File: config.mk
export PLATFORM = sky130hd
export DESIGN_NAME = lp805x_syncunpack
export DESIGN_NICKNAME = d
export VERILOG_FILES = /design/src/rtl/lp805x_syncunpack.sv
export SDC_FILE = /design/constraint.sdc
export NUM_CORES = 1
export LEC_CHECK = 0
export ABC_AREA = 1
export CAP_MARGIN = 25
export CELL_PAD_IN_SITES_DETAIL_PLACEMENT = 1
export CELL_PAD_IN_SITES_GLOBAL_PLACEMENT = 2
export CORE_MARGIN = 4
export CORE_UTILIZATION = 37
export DETAILED_ROUTE_END_ITERATION = 7
export HOLD_SLACK_MARGIN = 0.1
export PLACE_DENSITY = 0.9
export SKIP_LAST_GASP = 1
export SYNTH_ARGS = -nofsm -noshare
export SYNTH_HDL_FRONTEND = slang
export SYNTH_SLANG_ARGS = --single-unit
File: constraint.sdc
create_clock -name clk -period 7.8 [get_ports clk]
set_input_delay 1.17 -clock clk [delete_from_list [all_inputs] [get_ports clk]]
set_output_delay 1.17 -clock clk [all_outputs]
set_load 0.05 [all_outputs]
File: src/rtl/lp805x_syncunpack.sv
// Read-side consumer of the lp805x_syncg crossing: pops words with rrdy/rget and
// serialises them into a valid/ready byte stream, keeping one word prefetched.
module lp805x_syncunpack #(
  parameter int DATA_WIDTH = 40,
  parameter int BYTE_WIDTH = 8,
  parameter bit MSB_FIRST  = 1'b1
) (
  input  logic                  clk,
  input  logic                  rst,
  input  logic                  rrdy,
  input  logic [DATA_WIDTH-1:0] data_in,
  output logic                  rget,
  input  logic                  flush,
  output logic [BYTE_WIDTH-1:0] byte_out,
  output logic                  byte_vld,
  input  logic                  byte_rdy,
  output logic                  byte_last,
  output logic                  busy
);
  localparam int NBYTES = DATA_WIDTH / BYTE_WIDTH;
  localparam int CNT_W  = (NBYTES > 1) ? $clog2(NBYTES) : 1;
  localparam logic [CNT_W-1:0] LAST_IDX = CNT_W'(NBYTES - 1);

  localparam logic [1:0] F_IDLE  = 2'd0;
  localparam logic [1:0] F_GET   = 2'd1;
  localparam logic [1:0] F_GUARD = 2'd2;

  logic [1:0]            state;
  logic                  hold_full;
  logic [DATA_WIDTH-1:0] hold_data;
  logic [DATA_WIDTH-1:0] shift_data;
  logic [CNT_W-1:0]      cnt;
  logic                  capture;
  logic                  advance;
  logic                  shift_free;
  logic                  load_hold;
  logic                  load_direct;
  logic                  capture_to_hold;

  function automatic logic [BYTE_WIDTH-1:0] pick_byte(input logic [DATA_WIDTH-1:0] d,
                                                      input logic [CNT_W-1:0] k);
    logic [BYTE_WIDTH-1:0] r;
    r = '0;
    for (int i = 0; i < NBYTES; i++) begin
      if (k == CNT_W'(i)) begin
        if (MSB_FIRST) r = d[DATA_WIDTH-1-i*BYTE_WIDTH -: BYTE_WIDTH];
        else           r = d[i*BYTE_WIDTH +: BYTE_WIDTH];
      end
    end
    return r;
  endfunction

  // The popped word goes straight into the shifter when it is free, otherwise it
  // waits in hold; this gives the two-cycle rrdy-to-first-byte latency.
  assign capture         = (state == F_GET);
  assign advance         = byte_vld & byte_rdy;
  assign shift_free      = ~byte_vld | (advance & (cnt == LAST_IDX));
  assign load_hold       = shift_free & hold_full;
  assign load_direct     = shift_free & ~hold_full & capture;
  assign capture_to_hold = capture & ~load_direct;

  always_ff @(posedge clk or negedge rst) begin
    if (!rst) begin
      state <= F_IDLE;
      rget  <= 1'b0;
    end else begin
      rget <= 1'b0;
      case (state)
        F_IDLE: begin
          if (rrdy && !hold_full) begin
            state <= F_GET;
            rget  <= 1'b1;
          end
        end
        F_GET:   state <= F_GUARD;
        F_GUARD: state <= F_IDLE;
        default: state <= F_IDLE;
      endcase
    end
  end

  // flush outranks load and advance; a word captured in the same cycle is dropped
  always_ff @(posedge clk or negedge rst) begin
    if (!rst) begin
      hold_full <= 1'b0;
      byte_vld  <= 1'b0;
      cnt       <= '0;
    end else if (flush) begin
      hold_full <= 1'b0;
      byte_vld  <= 1'b0;
      cnt       <= '0;
    end else begin
      hold_full <= capture_to_hold | (hold_full & ~load_hold);
      if (shift_free) begin
        byte_vld <= load_hold | load_direct;
        cnt      <= '0;
      end else if (advance) begin
        cnt <= cnt + CNT_W'(1);
      end
    end
  end

  always_ff @(posedge clk) begin
    if (capture_to_hold) hold_data <= data_in;
    if (load_hold)        shift_data <= hold_data;
    else if (load_direct) shift_data <= data_in;
  end

  assign byte_out  = byte_vld ? pick_byte(shift_data, cnt) : '0;
  assign byte_last = byte_vld & (cnt == LAST_IDX);
  assign busy      = hold_full | byte_vld | (state != F_IDLE);

endmodule

After elaboration in Yosys (flattened, before gate mapping)
Cells that the tools add are included.

Flip-flop bits (word level): 88. Output and inout bits: 12. Logic and storage cells: 57.

Add/sub/neg operators: 1. Equality and inequality tests: 6. Mux-type cells: 18. Bitwise operators: 17. Reductions and logical operators: 8.

Operators by type and width (count): $mux 40 (2); $mux 8 (6); $mux 3 (3); $and 1x1->1 (8); $eq 3x2->1 const B (2); $reduce_bool 2->1 (3); $mux 1 (5); $or 1x1->1 (5); $not 1->1 (4); $pmux 2 s2 (1); $add 3x1->3 const B (1); $eq 3x1->1 const B (1); $eq 3x3->1 const B (1); $logic_not 3->1 (1); $reduce_bool 3->1 (1); $eq 2x1->1 const B (1); $logic_not 2->1 (1); $mux 2 (1); $ne 2x2->1 const B (1); $logic_and 1x1->1 (1); $logic_not 1->1 (1).

Depth between registers and ports, before layout
Gate-level depths: netlist of the first run.

Depth in word-level cells: 9. Gate-level depth with buffers: 9.

Worst setup path after synthesis of the first run
No wires, ideal clock.

Path kind: input to register. From: input port byte_rdy. To: register hold_data[0] (enable). Library setup time: 0.452 ns. Data arrival time: 3.362 ns. Slack: 3.986 ns. Stages: 3. Buffers on the path: 0. Cell sequence: inv_1 -> o21ai_4 -> a21oi_1.

Longest elaborated chain between the ends: 7.

RTL lines: from (decl) (line 16) `input logic byte_rdy,`; $and 1x1->1 (line 56) `assign advance = byte_vld & byte_rdy;`; $and 1x1->1 (line 57) `assign shift_free = ~byte_vld | (advance & (cnt == LAST_IDX));`; $or 1x1->1 (line 57); $and 1x1->1 (2 in a row) (line 59) `assign load_direct = shift_free & ~hold_full & capture;`; $not 1->1 (line 60) `assign capture_to_hold = capture & ~load_direct;`; $and 1x1->1 (line 60); named net capture_to_hold (line 38) `logic capture_to_hold;`; to (signal assigned) (line 104) `if (capture_to_hold) hold_data <= data_in;`; to (decl) (line 30) `logic [DATA_WIDTH-1:0] hold_data;`.

The timed path passes the listed nets, and every way through them passes these cells. A chain may end at the register's enable or synchronous reset.

Worst setup path in the final report of the first run
From: register cnt[0]. To: output port byte_out[3].

Longest elaborated chain between the ends: 7.

RTL lines: from (decl) (line 32) `logic [CNT_W-1:0] cnt;`; from (signal assigned) (line 98) `cnt <= cnt + CNT_W'(1);`; $logic_not 3->1 (line 45) `if (k == CNT_W'(i)) begin`; $mux 8 (4 in a row) (line 45); $mux 8 (*) (line 45); $mux 8 (*) (line 109) `assign byte_out = byte_vld ? pick_byte(shift_data, cnt) : '0;`; to (decl) (line 14) `output logic [BYTE_WIDTH-1:0] byte_out,`.

Mark *: on every way between the ends. The rest lies on a longest branch, timed or not.

==> results of run 1 <==
[per-stage QoR]
step	power (mW)	instances	utilization	worst slack (ns)
after floorplan	0.704	375	-	3.99
after global placement	0.772	553	0.443	4.25
after detailed placement	0.776	553	0.443	4.17
after CTS	1.06	568	0.459	3.78
after global routing	1.09	568	0.459	3.62
final	1.04	568	0.459	3.82
[power groups by stage]
stage	Combinational (mW)	Sequential, mW	Clock [mW]
after global placement	0.172	0.599	0
after floorplan	0.106	0.598	0
after CTS	0.177	0.589	0.291
final	0.173	0.588	0.281
after global routing	0.192	0.593	0.310
after detailed placement	0.176	0.600	0
[final cells by class]
cell class / instances / area [um2]
fillers: 1156 / 5590
multi-input cells: 230 / 1060
inverters: 39 / 146
well taps: 136 / 170
repair buffers: 60 / 591
clock inverters: 6 / 43.8
flip-flops and latches: 88 / 2600
clock buffers: 9 / 124
[cell usage after synthesis, drive strengths merged]
cell and instances:
ha 5, and3 2, buf 10, nor2 3, clkbuf 8, a21oi 10
nand2 129, nand3 59, edfxtp 80, inv 39, o21ai 21, dfrtp 8
nor3 1
[worst max-delay path: stages, from the launching register on]
cell and delay (ns):
dfrtp_1 0.43, ha_1 0.22, ha_1 0.32, inv_1 0.20, o21ai_0 0.15, inv_1 0.09, nand2_1 0.05, a21oi_1 0.15
clkdlybuf4s50_1 0.83
[worst paths after layout]
path	start	to	slack, ns	cells past startpoint
max in group asynchronous	rst	cnt[0]$_DFFE_PN0P_	6.41	1
worst min-delay path	hold_data[7]$_DFFE_PP_	shift_data[7]$_DFFE_PP_	0.56	2
worst max-delay path	cnt[0]$_DFFE_PN0P_	byte_out[3]	3.82	8
min in group asynchronous	rst	state[0]$_DFFE_PN0P_	1.10	1
worst max register to register	cnt[0]$_DFFE_PN0P_	hold_data[9]$_DFFE_PP_	5.09	7
worst min register to register	hold_data[7]$_DFFE_PP_	shift_data[7]$_DFFE_PP_	0.56	2
[cell families (layout without fill, tap and decap cells)]
logic type	Yosys count	count (layout)	share of synthesized area
buffers and inverters	57	114	0.0668
AO/OA/AOI/OAI	31	31	0.0425
AND/OR/NAND/NOR	194	194	0.210
adder cells (fa/ha/maj)	5	5	0.0160
flip-flops	88	88	0.665
[sequential cells by signal, summed over array words and instances (netlist names)]
register	count
cnt	3
state	2
hold_full	1
rget	1
hold_data	40
shift_data	40
byte_vld	1
[per-layer routing]
| metal | vias up | GRT usage | share of wire |
|---|---|---|---|
| met5 | - | 0 | 0 |
| met4 | 0 | 0.0624 | 0.023 |
| met3 | 12 | 0.0300 | 0.037 |
| met2 | 54 | 0.250 | 0.50 |
| met1 | 1303 | 0.179 | 0.44 |
| li1 | 1354 | - | - |
==> results.py, run 1 <==
metrics = {
    "outcome": {
        "status": "finished, final reports clean",
    },
    "drt": {
        "drtIter0Drc": 94,
        "dr.pass1.iters": 4,
        "drt-total-wl_um": 8580,
        "antenna_left": 0,
        "drcViolationCount": 0,
        "via_per_inst": 4.79,
        "wl_per_cell_um": 15.1,
        "vias": 2723,
    },
    "yosys": {
        "yosysSeqAreaShare": 0.665,
        "synth.ff_latch_count": 88,
        "syn_area_um2": 3910,
        "syn_inst": 375,
        "synth_cell_types": 19,
        "synth_warnings": 0,
        "synth_fp_nets": 425,
        "synth_top_area_frac": 0.614,
        "synth_area_leaders": "edfxtp_1 61%, nand2_1 12%, nand3_1 7.5%",
        "synth_area_per_cell_um2": 10.4,
        "synth_top_area_cell": "edfxtp_1",
    },
    "timing": {
        "drv_slew": 0,
        "fin_skew_ns": 0.00818,
        "rsz0062_at_grt": "false",
        "min_period_over_period": 0.510,
        "fin_hold_ws_ns": 0.561,
        "fmax_mhz": 252,
        "maxSlewHeadroom": 0.616,
        "fin_tns_setup_ns": 0,
        "layout_min_cycle_time_ns": 3.98,
        "worst_pin_slew_ns": 0.574,
        "hold_viol": 0,
        "setup_viol": 0,
    },
    "die": {
        "die_y_um": 111,
        "die_area_um2": 12300,
        "core_um2": 10300,
        "die_w_um": 111,
        "ios": 57,
        "start_util": 0.379,
        "rows": 37,
    },
    "grt": {
        "grt_pass1_wl_um": 14500,
        "first_global_vias": 2951,
        "grt_usage": 0.146,
        "grt-ovfl-total": 0,
        "antenna_found_initial": 0,
        "grt_max_degree": 46,
    },
    "pwr": {
        "ir_worst_vdd_mv": 0.106,
        "powerDensity_nw_per_um2": 220,
        "seqPwrFrac": 0.564,
        "p_leak_nw": 1.90,
        "power_frac_clock": 0.270,
        "intPower_mw": 0.746,
        "p_comb_frac": 0.166,
        "switching_power_mw": 0.297,
        "swShare": 0.285,
    },
    "cells_and_area": {
        "final_area_um2": 4740,
        "final_nets": 478,
        "diodes": 0,
        "drive_gt1_frac": 0.0579,
        "syn2layout_area_growth_pct": 21.1,
        "final_common_cell": "nand2_1",
        "most-common-layout-cells": "126 x nand2_1, 80 x edfxtp_1, 59 x nand3_1",
    },
    "worst_setup_path": {
        "start_kind": "flip-flop",
        "worstSetupEndpointType": "output port",
        "crit_type": "flip-flop to output port",
        "required_ns": 6.63,
        "cp.arrival_ns": 2.81,
        "critical_path.max_fanout": 9,
    },
    "flow_run": {
        "maxCapViolCount": 0,
    },
    "placement": {
        "dp_hpwl_um": 6160,
        "io_buffers": 56,
        "gp_congestion": 0.863,
        "placed_cell_area_um2": 4570,
    },
    "hold_path": {
        "hold_path.class": "flip-flop to flip-flop",
    },
    "clock_tree": {
        "numCtsBuffers": 9,
        "cts_hold_buf": 0,
        "path_clk_slew_ns": 0.09,
        "tritoncts": "yes",
        "root_buffer": "clkbuf_8",
        "numClockSinks": 88,
        "post-cts-setup-buffers": 0,
        "clockBufferDepth": 2,
        "cts_resized": 0,
        "htree_levels": 3,
        "clk_latency_ns": 0.36,
    },
}
Note: power is estimated with default switching activity, not from simulation.
==> inputs of run 2 (changes only) <==
--- a/config.mk
+++ b/config.mk
@@ -10,10 +10,10 @@
 export CELL_PAD_IN_SITES_DETAIL_PLACEMENT = 1
 export CELL_PAD_IN_SITES_GLOBAL_PLACEMENT = 2
 export CORE_MARGIN = 4
-export CORE_UTILIZATION = 37
+export CORE_UTILIZATION = 31
 export DETAILED_ROUTE_END_ITERATION = 7
 export HOLD_SLACK_MARGIN = 0.1
-export PLACE_DENSITY = 0.9
+export PLACE_DENSITY = 0.81
 export SKIP_LAST_GASP = 1
 export SYNTH_ARGS = -nofsm -noshare
 export SYNTH_HDL_FRONTEND = slang
==> constraint.sdc (replaced) <==
create_clock -name clk -period 3.5 [get_ports clk]
set_input_delay 0.525 -clock clk [delete_from_list [all_inputs] [get_ports clk]]
set_output_delay 0.525 -clock clk [all_outputs]
set_load 0.05 [all_outputs]
==> results.py, run 2 (synthesis results as in run 1) <==
metrics = {
    "worst_setup_path": {
        "crit_start": "cnt[0]$_DFFE_PN0P_",
        "crit_type": "flip-flop to output port",
        "worstSetupEndpointType": "output port",
        "required_ns": 2.97,
        "cp.arrival_ns": 2.76,
        "crit_chain": "ha_1 -> ha_1 -> inv_1 -> o21ai_0 -> inv_1 -> nand2_1 -> a21oi_1 -> clkdlybuf4s50_1",
        "cp_num_buf_inv": 3,
        "start_kind": "flip-flop",
        "crit_family": "buffers and inverters",
        "max_stage_delay_ns": 0.85,
        "critical_path.max_fanout": 9,
        "cp_slowest_cell": "clkdlybuf4s50_1",
        "r2r-start": "cnt[0]$_DFFE_PN0P_",
    },
    "die": {
        "rows": 40,
        "core_um2": 12200,
        "start_util": 0.322,
        "die_w_um": 120,
        "ios": 57,
        "die_area_um2": 14500,
        "die_y_um": 120,
    },
    "clock_tree": {
        "htree_levels": 3,
        "path_clk_slew_ns": 0.06,
        "clockBufferDepth": 2,
        "root_buffer": "clkbuf_16",
        "post-cts-setup-buffers": 0,
        "cts_hold_buf": 0,
        "numCtsBuffers": 9,
        "cts_resized": 0,
        "clk_latency_ns": 0.34,
        "tritoncts": "yes",
        "numClockSinks": 88,
    },
    "timing": {
        "rsz0062_at_grt": "false",
        "layout_min_cycle_time_ns": 3.29,
        "maxSlewHeadroom": 0.626,
        "fmax_mhz": 304,
        "min_period_over_period": 0.940,
        "fin_tns_setup_ns": 0,
        "fin_skew_ns": 0.00585,
        "setup_viol": 0,
        "layout_setup_ws_ns": 0.211,
        "worst_pin_slew_ns": 0.562,
        "drv_slew": 0,
        "fin_hold_ws_ns": 0.498,
        "hold_viol": 0,
    },
    "cells_and_area": {
        "reg.largest.list": "hold_data (40), shift_data (40), cnt (3)",
        "syn2layout_area_growth_pct": 25.8,
        "most-common-layout-cells": "126 x nand2_1, 80 x edfxtp_1, 59 x nand3_1",
        "drive_gt1_frac": 0.0554,
        "final_common_cell": "nand2_1",
        "diodes": 0,
        "final_nets": 479,
    },
    "drt": {
        "drtIter0Drc": 72,
        "antenna_left": 0,
        "vias": 2739,
        "wl_per_cell_um": 14.9,
        "drcViolationCount": 0,
        "drt-total-wl_um": 8980,
        "dr.pass1.iters": 4,
        "via_per_inst": 4.56,
    },
    "grt": {
        "antenna_found_initial": 0,
        "grt-ovfl-total": 0,
        "grt_pass1_wl_um": 15100,
        "first_global_vias": 2970,
        "grt_usage": 0.134,
        "grt_max_degree": 44,
    },
    "pwr": {
        "totalPowerFinal_mw": 2.71,
        "powerDensity_nw_per_um2": 550,
        "ir_worst_vdd_mv": 0.207,
        "p_leak_nw": 1.96,
    },
    "outcome": {
        "status": "finished, final reports clean",
    },
    "placement": {
        "dp_hpwl_um": 6310,
        "gp_congestion": 0.815,
        "preCtsSetupSlack_ns": 0.516,
        "io_buffers": 56,
    },
    "hold_path": {
        "hold_path.class": "input port to async pin",
    },
    "flow_run": {
        "maxCapViolCount": 0,
    },
}
## run 2: routing by layer
metal | vias to the layer above | wire (um) | track usage
met3 | 11 | 368 | 0.0398
met2 | 50 | 4330 | 0.220
li1 | 1360 | - | -
met5 | - | 0 | 0
met4 | 0 | 141 | 0.0460
met1 | 1318 | 4150 | 0.170
## run 2: power by group
group / switching (mW) / internal (mW) / leakage [nW]
sequential: 0.0392 / 1.28 / 0.841
combinational: 0.264 / 0.133 / 0.975
clock: 0.381 / 0.615 / 0.147
## run 2: area by class of cell
| cell class | count | area (um2) |
|---|---|---|
| inverters | 39 | 146 |
| clock inverters | 5 | 72.6 |
| fillers | 1354 | 7240 |
| multi-input cells | 230 | 1060 |
| clock buffers | 10 | 229 |
| well taps | 168 | 210 |
| flip-flops and latches | 88 | 2600 |
| repair buffers | 61 | 598 |
## run 2: final timing paths
path,end,slack [ns],depth (start not counted)
worst max-delay path,byte_out[4],0.21,8
worst min-delay path,cnt[1]$_DFFE_PN0P_,0.50,1
worst max register to register,hold_data[25]$_DFFE_PP_,1.12,7
worst min register to register,shift_data[24]$_DFFE_PP_,0.55,2
max in group asynchronous,cnt[2]$_DFFE_PN0P_,2.69,1
min in group clk,shift_data[24]$_DFFE_PP_,0.55,2
## run 2: per-stage QoR
step | util | instances | cell area (um2)
floorplan | - | 375 | 3910
CTS | 0.405 | 601 | 4920
detailed placement | 0.380 | 586 | 4620
global placement | 0.380 | 586 | 4620
finish | 0.405 | 601 | 4920
global route | 0.405 | 601 | 4920
==> inputs of run 3 (changes only) <==
--- a/config.mk
+++ b/config.mk
@@ -5,15 +5,14 @@
 export SDC_FILE = /design/constraint.sdc
 export NUM_CORES = 1
 export LEC_CHECK = 0
-export ABC_AREA = 1
 export CAP_MARGIN = 25
 export CELL_PAD_IN_SITES_DETAIL_PLACEMENT = 1
 export CELL_PAD_IN_SITES_GLOBAL_PLACEMENT = 2
 export CORE_MARGIN = 4
-export CORE_UTILIZATION = 31
+export CORE_UTILIZATION = 35
 export DETAILED_ROUTE_END_ITERATION = 7
 export HOLD_SLACK_MARGIN = 0.1
-export PLACE_DENSITY = 0.81
+export PLACE_DENSITY = 0.82
 export SKIP_LAST_GASP = 1
 export SYNTH_ARGS = -nofsm -noshare
 export SYNTH_HDL_FRONTEND = slang
==> results.py, run 3 <==
metrics = {
    "cells_and_area": {
        "reg.largest.list": "hold_data (40), shift_data (40), cnt (3)",
        "fin_cells": 435,
        "syn2layout_area_growth_pct": 24.0,
        "diodes": 0,
        "seq_area_um2": 2600,
        "fillCellCount": 1049,
        "final_common_cell": "edfxtp_1",
        "multi_input_comb_area_um2": 1030,
        "drive_gt1_frac": 0.231,
        "final_nets": 344,
        "final_area_um2": 4630,
        "most-common-layout-cells": "80 x edfxtp_1, 48 x clkdlybuf4s50_1, 37 x mux2_2",
    },
    "die": {
        "start_util": 0.360,
        "ios": 57,
        "die_y_um": 111,
        "core_um2": 10400,
        "die_area_um2": 12400,
        "die_w_um": 111,
        "rows": 37,
    },
    "yosys": {
        "synth_fp_nets": 283,
        "async_flop_share": 0.0909,
        "synth_area_per_cell_um2": 16.0,
        "syn_inst": 233,
        "synth_top_area_cell": "edfxtp_1",
        "yosysSeqAreaShare": 0.697,
        "synthTopCellsByCount": "80 x edfxtp_1, 37 x mux2_2, 15 x a21oi_1, 11 x inv_1, 10 x nand2_1",
        "synth_ff_type": "edfxtp_1",
        "synth_edf_count": 80,
        "synth_most_common_cell": "edfxtp_1",
        "synth_area_leaders": "edfxtp_1 64%, mux2_2 11%, dfrtp_1 5.4%",
        "syn_area_um2": 3730,
        "synth_cell_types": 28,
        "synth_top_area_frac": 0.644,
        "synth.ff_latch_count": 88,
        "synth_warnings": 0,
    },
    "worst_setup_path": {
        "required_ns": 2.97,
        "cp.arrival_ns": 2.78,
        "crit_type": "flip-flop to output port",
        "start_kind": "flip-flop",
        "r2r_cells": 7,
        "worstSetupEndpointType": "output port",
        "critical_path.max_fanout": 9,
    },
    "timing": {
        "fmax_mhz": 303,
        "fin_tns_setup_ns": 0,
        "min_period_over_period": 0.943,
        "worst_pin_slew_ns": 0.620,
        "layout_min_cycle_time_ns": 3.30,
        "hold_viol": 0,
        "maxSlewHeadroom": 0.586,
        "setup_viol": 0,
        "fin_skew_ns": 0.0116,
        "fin_hold_ws_ns": 0.460,
        "drv_slew": 0,
        "rsz0062_at_grt": "false",
    },
    "grt": {
        "grt_usage": 0.125,
        "antenna_found_initial": 0,
        "grt-ovfl-total": 0,
        "grt_max_degree": 41,
        "grt_pass1_wl_um": 12100,
        "first_global_vias": 2263,
    },
    "pwr": {
        "ir_worst_vdd_mv": 0.193,
        "powerDensity_nw_per_um2": 514,
        "p_leak_nw": 1.56,
    },
    "clock_tree": {
        "post-cts-setup-buffers": 0,
        "htree_levels": 3,
        "path_clk_slew_ns": 0.09,
        "numCtsBuffers": 9,
        "clockBufferDepth": 2,
        "cts_hold_buf": 0,
        "tritoncts": "yes",
        "numClockSinks": 88,
        "clk_latency_ns": 0.35,
        "root_buffer": "clkbuf_8",
        "cts_resized": 2,
    },
    "drt": {
        "routed.top_layer": "met4",
        "dr.pass1.iters": 4,
        "wl_per_cell_um": 17.0,
        "drtIter0Drc": 83,
        "via_per_inst": 4.93,
        "drt-met1-wl_um": 3210,
        "vias": 2143,
        "drt-total-wl_um": 7400,
        "drcViolationCount": 0,
        "dr_wl_met3_um": 315,
        "antenna_left": 0,
        "met2_length_um": 3770,
    },
    "outcome": {
        "status": "finished, final reports clean",
    },
    "placement": {
        "io_buffers": 56,
        "dp_hpwl_um": 5210,
        "dp.cells": 419,
        "gp_congestion": 0.780,
        "placed_cell_area_um2": 4430,
    },
    "hold_path": {
        "hold_path.class": "input port to async pin",
    },
    "flow_run": {
        "maxCapViolCount": 0,
    },
}
## run 3: path summary, 6_finish.rpt
check                                      from                        to  slack, ns
setup / recovery             cnt[0]$_DFFE_PN0P_               byte_out[7]       0.20
min in group clk           state[1]$_DFFE_PN0P_      state[0]$_DFFE_PN0P_       0.48
hold reg to reg            state[1]$_DFFE_PN0P_      state[0]$_DFFE_PN0P_       0.48
hold / removal                              rst       hold_full$_DFF_PN0_       0.46
setup reg to reg             cnt[0]$_DFFE_PN0P_  shift_data[24]$_DFFE_PP_       1.24
max in group asynchronous                   rst        cnt[0]$_DFFE_PN0P_       2.75
## run 3: metrics by stage
step                 util  power (mW)  worst slack, ns
floorplan               -        1.55            0.191
global placement    0.427        1.69            0.383
detailed placement  0.427        1.71            0.291
CTS                 0.446        2.42            0.182
global route        0.446        2.51           0.0306
finish              0.446        2.38            0.199
## run 3: power by group
part | switching, mW | internal (mW) | total (mW)
combinational | 0.209 | 0.150 | 0.360
clock | 0.371 | 0.336 | 0.707
sequential | 0.0417 | 1.27 | 1.31
total | 0.622 | 1.76 | 2.38
## run 3: logic make-up (layout without fill, tap and decap cells)
kind of cell | Yosys count | after routing | share of synthesized area
flops | 88 | 88 | 0.697
mux | 42 | 42 | 0.126
compound gates | 41 | 41 | 0.0724
simple gates | 34 | 34 | 0.0550
buf+inv | 23 | 89 | 0.0325
fa+ha+maj | 5 | 5 | 0.0168
## run 3: per-layer routing
layer	track usage	up-vias
met5	0	-
met4	0.0324	0
met3	0.0480	9
met2	0.205	54
met1	0.157	1065
li1	-	1015
## run 3: area by class of cell
class / instances / share of cell area
clock buffer: 9 / 0.0268
clock inverter: 7 / 0.0165
inverter: 11 / 0.00892
multi-input combinational: 122 / 0.222
sequential: 88 / 0.562
tap: 136 / 0.0368
timing repair buffer: 62 / 0.127
## run 3: critical path, cell delays in order (launching register included)
cell           delay (ns)
dfrtp_1              0.44
ha_1                 0.22
ha_1                 0.31
or2_1                0.38
a221o_1              0.31
a31oi_1              0.21
dlygate4sd2_1        0.55
